<file path="src/rtl/pipe_latch_pkg.sv">
// Shared definitions for the generic inter-stage pipeline latch:
// run modes, step-control states and o_debug field offsets.
package pipe_latch_pkg;

    localparam logic [1:0] CONT_MODE = 2'b01;
    localparam logic [1:0] STEP_MODE = 2'b11;

    typedef enum logic [1:0] {
        ST_RUN,
        ST_STEP_IDLE,
        ST_STEP_PENDING,
        ST_HALTED
    } step_state_t;

    // o_debug layout, LSB first:
    // data, ctrl, valid, eof, step_pending, halted, adv_count
    localparam int DBG_DATA_LSB = 0;

    function automatic int dbg_ctrl_lsb(int nb_data);
        return nb_data;
    endfunction

    function automatic int dbg_valid_bit(int nb_data, int nb_ctrl);
        return nb_data + nb_ctrl;
    endfunction

    function automatic int dbg_eof_bit(int nb_data, int nb_ctrl);
        return nb_data + nb_ctrl + 1;
    endfunction

    function automatic int dbg_pend_bit(int nb_data, int nb_ctrl);
        return nb_data + nb_ctrl + 2;
    endfunction

    function automatic int dbg_halt_bit(int nb_data, int nb_ctrl);
        return nb_data + nb_ctrl + 3;
    endfunction

    function automatic int dbg_cnt_lsb(int nb_data, int nb_ctrl);
        return nb_data + nb_ctrl + 4;
    endfunction

endpackage

</file>
<file path="src/rtl/step_ctrl_fsm.sv">
// Step-request edge detection and run/step/halt state machine
// deciding when the pipeline latch may advance.
module step_ctrl_fsm
    import pipe_latch_pkg::*;
(
    input  logic       i_clk,
    input  logic       i_reset,
    input  logic [1:0] i_pipeline_mode,
    input  logic       i_execute_instruct,
    input  logic       i_stall,
    input  logic       i_flush,
    input  logic       i_valid,
    input  logic       i_EOF_flag,
    output logic       o_adv_req,
    output logic       o_step_pending,
    output logic       o_halted
);

    step_state_t state;
    step_state_t state_next;
    logic        exec_q;
    logic        step_edge;
    logic        advance;

    always_ff @(posedge i_clk) begin
        if (i_reset) begin
            state  <= ST_RUN;
            exec_q <= 1'b0;
        end else begin
            state  <= state_next;
            exec_q <= i_execute_instruct;
        end
    end

    always_comb begin
        step_edge  = i_execute_instruct & ~exec_q;
        o_adv_req  = 1'b0;
        state_next = state;

        // Request follows the live mode so a hold takes effect at once
        if (state != ST_HALTED) begin
            case (i_pipeline_mode)
                CONT_MODE: o_adv_req = 1'b1;
                STEP_MODE: o_adv_req = (state == ST_STEP_PENDING);
                default:   o_adv_req = 1'b0;
            endcase
        end

        advance = o_adv_req & ~i_stall & ~i_flush;

        if (state == ST_HALTED) begin
            state_next = ST_HALTED;
        end else if (advance & i_valid & i_EOF_flag) begin
            state_next = ST_HALTED;
        end else begin
            case (i_pipeline_mode)
                CONT_MODE: state_next = ST_RUN;
                STEP_MODE: begin
                    if (state == ST_STEP_PENDING)
                        state_next = advance ? ST_STEP_IDLE
                                             : ST_STEP_PENDING;
                    else
                        state_next = step_edge ? ST_STEP_PENDING
                                               : ST_STEP_IDLE;
                end
                default:   state_next = ST_STEP_IDLE;
            endcase
        end

        o_step_pending = (state == ST_STEP_PENDING);
        o_halted       = (state == ST_HALTED);
    end

endmodule

</file>
<file path="src/rtl/pipe_stage_latch.sv">
// Generic inter-stage pipeline register with stall, flush, single-step,
// halt-on-EOF and debug snapshot. Optional PIPE_STAGE_LATCH_PERF_EN counters.
module pipe_stage_latch
    import pipe_latch_pkg::*;
#(
    parameter int NB_CTRL  = 9,
    parameter int NB_DATA  = 140,
    parameter int NB_CNT   = 16,
    parameter int DBG_SIZE = NB_DATA + NB_CTRL + NB_CNT + 4
) (
    input  logic                i_clk,
    input  logic                i_reset,
    input  logic [1:0]          i_pipeline_mode,
    input  logic                i_execute_instruct,
    input  logic                i_stall,
    input  logic                i_flush,
    input  logic                i_valid,
    input  logic [NB_CTRL-1:0]  i_ctrl,
    input  logic [NB_DATA-1:0]  i_data,
    input  logic                i_EOF_flag,
    output logic                o_valid,
    output logic [NB_CTRL-1:0]  o_ctrl,
    output logic [NB_DATA-1:0]  o_data,
    output logic                o_EOF_flag,
    output logic                o_halted,
    output logic                o_step_pending,
    output logic [NB_CNT-1:0]   o_adv_count,
    output logic [DBG_SIZE-1:0] o_debug
`ifdef PIPE_STAGE_LATCH_PERF_EN
    ,
    output logic [NB_CNT-1:0]   o_stall_count,
    output logic [NB_CNT-1:0]   o_bubble_count
`endif
);

    logic adv_req;
    logic advance;

    step_ctrl_fsm u_step_ctrl (
        .i_clk              (i_clk),
        .i_reset            (i_reset),
        .i_pipeline_mode    (i_pipeline_mode),
        .i_execute_instruct (i_execute_instruct),
        .i_stall            (i_stall),
        .i_flush            (i_flush),
        .i_valid            (i_valid),
        .i_EOF_flag         (i_EOF_flag),
        .o_adv_req          (adv_req),
        .o_step_pending     (o_step_pending),
        .o_halted           (o_halted)
    );

    // adv_req is already low once halted
    assign advance = adv_req & ~i_stall & ~i_flush;

    always_ff @(posedge i_clk) begin
        if (i_reset) begin
            o_valid     <= 1'b0;
            o_ctrl      <= '0;
            o_data      <= '0;
            o_EOF_flag  <= 1'b0;
            o_adv_count <= '0;
        end else if (!o_halted) begin
            if (i_flush) begin
                o_valid    <= 1'b0;
                o_ctrl     <= '0;
                o_EOF_flag <= 1'b0;
            end else if (advance) begin
                o_valid     <= i_valid;
                o_ctrl      <= i_valid ? i_ctrl : '0;
                o_data      <= i_data;
                o_EOF_flag  <= i_EOF_flag;
                o_adv_count <= o_adv_count + 1'b1;
            end
        end
    end

    assign o_debug = {o_adv_count, o_halted, o_step_pending,
                      o_EOF_flag, o_valid, o_ctrl, o_data};

`ifdef PIPE_STAGE_LATCH_PERF_EN
    always_ff @(posedge i_clk) begin
        if (i_reset) begin
            o_stall_count  <= '0;
            o_bubble_count <= '0;
        end else begin
            if (adv_req & i_stall & ~o_halted)
                o_stall_count <= o_stall_count + 1'b1;
            if ((i_flush & ~o_halted) | (advance & ~i_valid))
                o_bubble_count <= o_bubble_count + 1'b1;
        end
    end
`endif

endmodule

</file>
<file path="config.mk">
export PLATFORM = sky130hd
export DESIGN_NAME = pipe_stage_latch
export DESIGN_NICKNAME = d
export VERILOG_FILES = /design/src/rtl/pipe_latch_pkg.sv /design/src/rtl/step_ctrl_fsm.sv /design/src/rtl/pipe_stage_latch.sv
export SDC_FILE = /design/constraint.sdc
export NUM_CORES = 1
export LEC_CHECK = 0
export CAP_MARGIN = 25
export CORE_AREA = 5 5 190 192
export CTS_BUF_LIST = sky130_fd_sc_hd__clkbuf_2 sky130_fd_sc_hd__clkbuf_4 sky130_fd_sc_hd__clkbuf_8
export DETAILED_ROUTE_END_ITERATION = 7
export DIE_AREA = 0 0 195 197
export PLACE_DENSITY_LB_ADDON = 0.1
export SLEW_MARGIN = 20
export SYNTH_ARGS = -nofsm -noshare
export SYNTH_HDL_FRONTEND = slang
export SYNTH_SLANG_ARGS = --single-unit
</file>
<file path="constraint.sdc">
create_clock -name i_clk -period 4.03 [get_ports i_clk]
set_clock_uncertainty 0.1 [all_clocks]
set_input_delay 1.0075 -clock i_clk [delete_from_list [all_inputs] [get_ports i_clk]]
set_output_delay 1.0075 -clock i_clk [all_outputs]
set_load 0.005 [all_outputs]
</file>
==> run metrics <==
Pleak 3.97 nW; critical path arrival 1.92 ns; Reg power frac 49.0%; vias per std cell 4.10; area share of fa/ha/maj cells after synthesis 0.169%; Worst Hold Class reg2reg; unrepaired setup endpoints after global routing false; worst hold slack 0.373 ns; pins over their slew limit 0; number of diodes 0; non-filler cells, final 1,704; Worst setup startpoint u_step_ctrl.state[0]; Routed wire per std cell 17.4 µm; worst skew pair latency 0.47 ns; startpoint class of the critical path flip-flop; ys async rst share 0%; final wirelength 29,700 µm; status complete, no violations; Final min period 3.03 ns; CTS Sinks 170; GRT overflow 0; total die area 38,400 µm²; commonest cells in the synthesized netlist nand2_1, buf_4, dfxtp_1; Final nets 1,397; Fillers 3,632; total clock buffers created by CTS 17; clock share of power 38.8%; crit path capture o_halted; Tcrit/Tclk final 75.2%; GRT Total Usage 14.6%; multiplexer share of the synthesized area 0.152%; number of H-tree levels 4; hold buffer count at cts 0; Mapped Cells 936; port bufs 495; critical path fanouts, max 14; reg-to-reg setup timing slack 1.85 ns; vias in the first global route 6,882; fmax 0.330 GHz; simple-gate share of the synthesized area 19.0%; Top FF cell, synth dfxtp_1; Critical Path RT 2.92 ns; die extent in y 197 µm; Final Hold Fails 0; Synth Warn # 0; Power Internal 2.71 mW; measured slew at the worst slew-check pin 0.820 ns; worst reg2reg path depth 4; register area share after synthesis 45.8%; Final setup viols 0; Reg-to-Reg Start u_step_ctrl.state[1]; Post-synth EDFFs 0; clock root cell clkbuf_8; cell with the most instances after synthesis nand2_1; Post-Syn Nets 1,095; largest net degree at the start of global routing 94; largest area contributor in the netlist dfxtp_1; Net Sw Frac 24.1%; Critical Path Sink Type output pin; GP Congestion 0.730; Rows 68; share of layout cells above drive strength 1 4.40%; power per cell area 296 nW/µm²; Comb pwr share 12.2%; vias post-DR 6,982; first-pass GRT wire length 43,500 µm; XOR/XNOR Fraction of Synth Area 0.472%; Detail Route Antenna Nets 0; core area 34,200 µm²; CP Class reg2out; Psw 0.861 mW; Residual DRC 0; initial antenna violation count 0; DP HPWL 22,500 µm; headroom to the max-slew limit 45.4%; top cells by area, synth dfxtp_1, buf_4, nand2_1; Netlist cell types 33; largest family of logic cells by synthesized area buffers and inverters; Iter 0 DRT Violations 214; Final Core Density 35.2%; Starting Density 21.7%; max_cap viols 0; synthesis-to-layout area growth 62.3%; CTS max path bufs 2; top cell type's share of synthesized area 45.8%; FF+latch count, synth 170; clock-pin slew on the worst setup and hold paths 0.10 ns; placed insts 1,674; peak supply drop 175 µV; setup TNS 0 ns; die outline width 195 µm; compound-cell area share of the yosys netlist 13.3%; Synth Area per Inst 7.93 µm²; post_cts resized 0; r2r endpoint o_adv_count[15]; DRT Pass-1 Iters 4; setup bufs post-CTS 0; CTS tree yes; Cell Area, Synth 7420 µm²; IO Count 496
==> cell usage in the layout, fill, tap and decap left out, types with 6 or more instances in the layout <==
cell type	count
clkdlybuf4s50_1	494
nand2_1	289
dfxtp_1	170
a21oi_1	165
clkbuf_8	19
o21ai_0	14
nand3_1	9
buf_4	9
nand4_1	7
o31ai_1	7
or4_1	7
buf_12	6
==> cells by family after synthesis <==
group / count (synthesis)
AO/OA/AOI/OAI: 191
XOR/XNOR: 4
adder cells (fa/ha/maj): 1
buffers and inverters: 232
flip-flops: 170
multiplexers: 1
AND/OR/NAND/NOR: 337
==> power by group through the flow <==
stage               Sequential [mW]  Clock [mW]  Combinational, mW
CTS                            1.75        1.45              0.442
global placement               1.79           0              0.439
detailed placement             1.79           0              0.440
finish                         1.75        1.39              0.434
floorplan                      1.78           0              0.154
global route                   1.76        1.52              0.469
==> routing by layer <==
layer / global-route usage [%] / vias to the layer above / part of all wire [%]
li1: - / 3468 / -
met2: 24.9 / 311 / 49
met1: 17.8 / 3183 / 42
met4: 3.54 / 0 / 1.1
met5: 0 / - / 0
met3: 5.04 / 20 / 8.2
==> flip-flops by register name, indices dropped and copies added (netlist names) <==
| name | flops |
|---|---|
| o_EOF_flag | 1 |
| o_adv_count | 16 |
| o_ctrl | 9 |
| o_data | 140 |
| o_valid | 1 |
| u_step_ctrl.exec_q | 1 |
| u_step_ctrl.state | 2 |
==> through the flow <==
stage | area [µm²] | setup WS, ns | power [mW]
after global routing | 12000 | 0.854 | 3.75
after floorplan | 7420 | 1.72 | 1.94
after global placement | 11600 | 0.831 | 2.23
after CTS | 12000 | 0.928 | 3.64
after detailed placement | 11600 | 0.757 | 2.23
final | 12000 | 1.00 | 3.57
==> worst max-delay path, cell delays in order (launching register included) <==
cell and delay [ns]:
dfxtp_1 0.39, nand2_1 0.12, inv_1 0.34, clkdlybuf4s50_1 0.60
==> worst min path at each step <==
stage,from,end,slack (ns),cells past startpoint
final,o_data[60],o_data[60],0.37,2
after global routing,o_data[102],o_data[102],0.40,2
after CTS,o_data[42],o_data[42],0.38,2
after detailed placement,o_data[42],o_data[42],0.37,2
after global placement,o_data[60],o_data[60],0.36,2
after floorplan,o_data[0],o_data[0],0.37,2
==> final cells by class <==
cell class                      count  area [µm²]  share of cell area (%)
Sequential cell                   170        3400                    28.3
Multi-Input combinational cell    534        2470                    20.5
Inverter                            5        18.8                   0.156
Clock inverter                     10         169                    1.40
Timing Repair Buffer              510        5140                    42.7
Tap cell                          455         569                    4.73
Clock buffer                       20         269                    2.23
Power figures use the tool's default switching activity.
